### src/rtl/adder_pkg.sv
// Shared definitions for the registered ripple-carry adder/subtractor.
// Width, mode encodings and the data-word type used by the ALU add/sub path.
package adder_pkg;

    localparam int ADDER_WIDTH = 32;

    localparam logic ADD_MODE = 1'b0;
    localparam logic SUB_MODE = 1'b1;

    typedef logic [ADDER_WIDTH-1:0] word_t;

endpackage

### src/rtl/full_adder_cell.sv
// One-bit full adder; the building block of the ripple carry chain.
module full_adder_cell (
    input  logic a,
    input  logic b,
    input  logic cin,
    output logic s,
    output logic cout
);

    logic w_axb;

    assign w_axb = a ^ b;
    assign s     = w_axb ^ cin;
    assign cout  = (a & b) | (cin & w_axb);

endmodule

### src/rtl/thirtytwo_bit_adder.sv
// Registered ripple-carry add/sub, one cycle latency, synchronous active-low reset.
// Define ADDER_OVERFLOW_FLAG_EN to add the registered signed-overflow output Ovf.
module thirtytwo_bit_adder
    import adder_pkg::*;
#(
    parameter int WIDTH = ADDER_WIDTH
) (
    input  logic             clk,
    input  logic             rst_n,
    input  logic [WIDTH-1:0] A,
    input  logic [WIDTH-1:0] B,
    input  logic             Cin,
    input  logic             Sub,
    output logic [WIDTH-1:0] Sum,
    output logic             Cout
`ifdef ADDER_OVERFLOW_FLAG_EN
    ,
    output logic             Ovf
`endif
);

    logic             w_sub;
    logic [WIDTH-1:0] w_beff;
    logic [WIDTH:0]   w_carry;
    logic [WIDTH-1:0] w_result;

    logic [WIDTH-1:0] r_sum;
    logic             r_cout;

    // Subtraction is A + ~B + 1; a borrow-in removes that +1.
    assign w_sub      = (Sub == SUB_MODE);
    assign w_beff     = B ^ {WIDTH{w_sub}};
    assign w_carry[0] = Cin ^ w_sub;

    for (genvar g = 0; g < WIDTH; g++) begin : g_chain
        full_adder_cell u_fa (
            .a    (A[g]),
            .b    (w_beff[g]),
            .cin  (w_carry[g]),
            .s    (w_result[g]),
            .cout (w_carry[g+1])
        );
    end

    always_ff @(posedge clk) begin
        if (!rst_n) begin
            r_sum  <= '0;
            r_cout <= 1'b0;
        end else begin
            r_sum  <= w_result;
            r_cout <= w_carry[WIDTH];
        end
    end

    assign Sum  = r_sum;
    assign Cout = r_cout;

`ifdef ADDER_OVERFLOW_FLAG_EN
    logic r_ovf;

    always_ff @(posedge clk) begin
        if (!rst_n) begin
            r_ovf <= 1'b0;
        end else begin
            r_ovf <= w_carry[WIDTH] ^ w_carry[WIDTH-1];
        end
    end

    assign Ovf = r_ovf;
`endif

endmodule

### config.mk
export PLATFORM = sky130hd
export DESIGN_NAME = thirtytwo_bit_adder
export DESIGN_NICKNAME = d
export VERILOG_FILES = /design/src/rtl/adder_pkg.sv /design/src/rtl/full_adder_cell.sv /design/src/rtl/thirtytwo_bit_adder.sv
export SDC_FILE = /design/constraint.sdc
export NUM_CORES = 1
export LEC_CHECK = 0
export CORE_ASPECT_RATIO = 0.9
export CORE_UTILIZATION = 40
export CTS_CLUSTER_DIAMETER = 80
export DETAILED_ROUTE_END_ITERATION = 6
export GPL_TIMING_DRIVEN = 0
export PLACE_DENSITY = 0.8
export REMOVE_ABC_BUFFERS = 1
export SLEW_MARGIN = 20
export SYNTH_ARGS = -nofsm -noshare
export SYNTH_HDL_FRONTEND = slang
export SYNTH_SLANG_ARGS = --single-unit
export TNS_END_PERCENT = 5
### constraint.sdc
create_clock -name clk -period 19.6 [get_ports clk]
set_input_delay 3.92 -clock clk [delete_from_list [all_inputs] [get_ports clk]]
set_output_delay 3.92 -clock clk [all_outputs]
set_load 0.01 [all_outputs]
-- After elaboration in Yosys (flattened, before gate mapping)
Index checks and enable logic that the tools add are counted.
- input bits: 68
- bits in registers: 33
- logic and storage cells: 164
- bitwise logic cells: 162
- operators by type and width (cell ; number):
    bitwise XOR 1 bit ; 65
    AND 1 bit ; 64
    bitwise OR 1 bit ; 32
    bitwise XOR 32 bit ; 1

-- Depth between registers and ports, before layout
- depth after elaboration: 66
- mapped depth: 40

-- Modules after synthesis
Synthesis repeated with hierarchy kept, for this count alone.
- cells, all modules: 138
- area total of the unflattened synthesis: 1883.1 um^2
- by module, submodules not included (module ; cells an instance ; times used ; area an instance (um^2)):
    thirtytwo_bit_adder ; 106 ; 1 ; 1242.4
    full_adder_cell ; 1 ; 32 ; 20.0

-- Worst setup path after synthesis
OpenSTA, ideal clock, no wires.
- path kind: input port to flip-flop
- start point: input Sub
- end point: register r_sum[31], in the netlist Sum[31]
- data arrival time: 16719 ps
- path buffers: 2
- required time: 19485 ps
- cell stages on the path: 40
- slack: 2766 ps
- cell sequence: buf_6 > buf_12 > xor2_2 > fa_1 > inv_1 > fa_1 > fa_1 > fa_1 > fa_1 > fa_1 > fa_1 > fa_1 > fa_1 > inv_1 > fa_1 > inv_1 > fa_1 > fa_1 > [4 not listed] > fa_1 > fa_1 > fa_1 > fa_1 > fa_1 > fa_1 > fa_1 > fa_1 > fa_1 > fa_1 > fa_1 > fa_1 > fa_1 > fa_1 > fa_1 > inv_1 > fa_1 > and2_1
- word-level cells in the longest chain between the ends: 65
- elaborated cells between the ends (all ways): 128
- RTL lines (item ; line ; RTL):
    start, declared ; thirtytwo_bit_adder.sv:13 ; input logic Sub,
    bitwise XOR 32 bit ; thirtytwo_bit_adder.sv:32 ; assign w_beff = B ^ {WIDTH{w_sub}};
    bitwise XOR 1 bit ; full_adder_cell.sv:12 ; assign w_axb = a ^ b;
    AND 1 bit ; full_adder_cell.sv:14 ; assign cout = (a & b) | (cin & w_axb);
    bitwise OR 1 bit ; full_adder_cell.sv:14 ;
    AND 1 bit ; full_adder_cell.sv:14 ;
    bitwise OR 1 bit ; full_adder_cell.sv:14 ;
    AND 1 bit ; full_adder_cell.sv:14 ;
    bitwise OR 1 bit ; full_adder_cell.sv:14 ;
    [50 not listed] ; -- ;
    AND 1 bit ; full_adder_cell.sv:14 ;
    bitwise OR 1 bit ; full_adder_cell.sv:14 ;
    AND 1 bit ; full_adder_cell.sv:14 ;
    bitwise OR 1 bit ; full_adder_cell.sv:14 ;
    AND 1 bit ; full_adder_cell.sv:14 ;
    bitwise OR 1 bit ; full_adder_cell.sv:14 ;
    bitwise XOR 1 bit (*) ; full_adder_cell.sv:13 ; assign s = w_axb ^ cin;
    net g_chain[31].u_fa.s ; full_adder_cell.sv:6 ; output logic s,
    end signal, assigned ; thirtytwo_bit_adder.sv:50 ; r_sum <= w_result;
    end, declared ; thirtytwo_bit_adder.sv:27 ; logic [WIDTH-1:0] r_sum;
The timed path passes the listed nets; every way through them passes the cells marked *.
A chain may end at the register's enable or synchronous reset.

-- Worst setup path in the final report
Same ends and word-level chain as after synthesis.

==> qor.yml <==
synthesis:
  synth_mux_area_frac: 0
  synth_top_area_frac: 0.330
  synth_top_family_by_area: "adder cells"
  synth_simple_gate_area_frac: 0.103
  ys_seq_area_frac: 0.330
  avgSynthCellArea_sq_um: 11.7
  ys_top_cells_by_area: "dfxtp_1, fa_1, xnor2_1, nor2b_1, inv_1"
  synth_xor_area_frac: 0.148
  synth_compound_area_frac: 0
  synth_adder_area_share: 0.320
  netlist.top_cell.by_area: "dfxtp_1"
  yosys_warnings: 0
  synth_area_sq_um: 2000
  ys_types: 12
  synthCells: 171
  ys_seq_elements: 33
layout:
  stdcell_count: 337
  n_antenna_cell: 0
  final_common_cell: "clkdlybuf4s50_1"
  fin_util: 0.645
  fin_nets: 372
  drive_gt1_frac: 0.0331
  layout_common_cells: "clkdlybuf4s50_1, dfxtp_1, inv_1"
  area_growth_syn_to_layout_pct: 55.6
route:
  vias_per_cell: 4.01
  wl_per_cell_um: 11.1
  drt-initial-drc-count: 29
  drcViolationCount: 0
  dr.pass1.iters: 4
  ant_nets: 0
  wirelength_um: 3730
  vias: 1351
floorplanning:
  die_w_um: 76.6
  top_level_ports: 101
  core.rowCount: 24
  core_sq_um: 4830
  die_area_sq_um: 5300
  die_h_um: 69.2
  start_util: 0.415
cts:
  cts_buffers: 5
  cts_hold_buffers: 0
  cts_tree: "done"
  cts_resized: 0
  clock-root-buffer: "clkbuf_8"
  cts.reportedPaths.clkPinSlew_ns: 0.07
  htreeDepth: 2
  cts.path.max_buffers: 2
  post_cts_buffers: 0
  cts.sinks: 33
setup_path:
  cp_slowest_cell: "buf_2"
  critPathMostFrequentCell: "fa_1"
  worstSetupEndpointType: "register"
  cp_max_fo: 18
  critical_path_required_ns: 19.77
  start_kind: "input pin"
  crit_arrival_ns: 17.53
  crit_type: "input pin to register"
  cp_slowest_stage_delay_ns: 0.46
pwr:
  power_density_nw_per_um2: 70.1
  leakagePower_nw: 1.28
  worst_ir_drop_vdd_v: 0.0000273
global_route:
  globalRouteOverflowTotal: 0
  grt_pass1_vias: 1447
  grt_use_met2: 0.285
  grt_max_degree: 34
  antenna_found_initial: 0
  busiest_layer: "met2"
  grt_pass1_wl_um: 6450
  use_met1: 0.175
  grt_use_met3: 0.0477
  grtUsageTotal: 0.159
sta:
  rsz0062_at_grt: "false"
  relSlewSlack: 0.385
  slew_viol_final: 0
  setup_viol: 0
  period_needed_ns: 17.36
  worstMarginPinSlew_ns: 0.920
  fin_tns_setup_ns: 0
  finalHoldViolCount: 0
  max_freq_ghz: 0.0576
  hold-worst-slack_ns: 4.35
  period_share: 0.886
  finalWorstSetupSlack_ns: 2.24
placement:
  numPortBuffers: 100
  dpl.hpwl_um: 3120
  dp_slack_ns: 1.84
  dp_cells: 330
  gp_congestion: 0.694
min_path:
  holdCritPathClass: "input pin to register"
outcome:
  status: "finished clean"
run:
  drv_cap: 0
==> cells by family (layout without fill, tap and decap cells) <==
group / count (synthesis) / in the layout
AND/OR/NAND/NOR: 33 / 33
flip-flops: 33 / 33
buffers and inverters: 40 / 141
adder cells (fa/ha/maj): 32 / 32
XOR/XNOR: 33 / 33
==> worst max-delay path: cells and delay by family <==
family / cells / cell delay [ns]
simple gates: 1 / 0.16
fa+ha+maj: 32 / 12.47
xor+xnor: 1 / 0.25
buf+inv: 5 / 0.73
==> flip-flops by register name (all words and copies together) (netlist names) <==
| register | count |
|---|---|
| Sum | 32 |
| Cout | 1 |
==> cell usage after synthesis (all sizes together) <==
| master | count |
|---|---|
| dfxtp | 33 |
| inv | 33 |
| fa | 32 |
| nor2b | 29 |
| xnor2 | 29 |
| buf | 7 |
| and2 | 4 |
| xor2 | 4 |
==> metal layers <==
metal / share of wire / wire length (um)
met4: 0.016 / 58
met5: 0 / 0
met2: 0.53 / 1960
met3: 0.079 / 296
met1: 0.38 / 1410
==> final cells by class <==
type,count,area [sq um]
tap,65,81.3
sequential,33,661
clock buffer,7,86.3
fill,391,1720
multi-input combinational,98,1140
timing repair buffer,101,1020
inverter,33,124
==> worst paths after layout <==
check	slack, ns	to	depth (start not counted)	startpoint
setup / recovery	2.24	Sum[31]	39	Sub
hold / removal	4.35	Sum[21]	4	A[21]
==> per-stage QoR <==
step                total power (W)  cell area (sq um)
floorplan                  0.000123               1930
global placement           0.000167               3010
detailed placement         0.000171               3030
CTS                        0.000222               3120
global route               0.000235               3120
finish                     0.000219               3120
==> power breakdown <==
part / leakage, nW / internal, W / switching [W]
Clock: 0.0443 / 0.0000278 / 0.0000229
Combinational: 0.957 / 0.0000515 / 0.0000341
Sequential: 0.275 / 0.0000795 / 0.00000274
Total: 1.28 / 0.000159 / 0.0000598
Power figures use the tool's default switching activity.
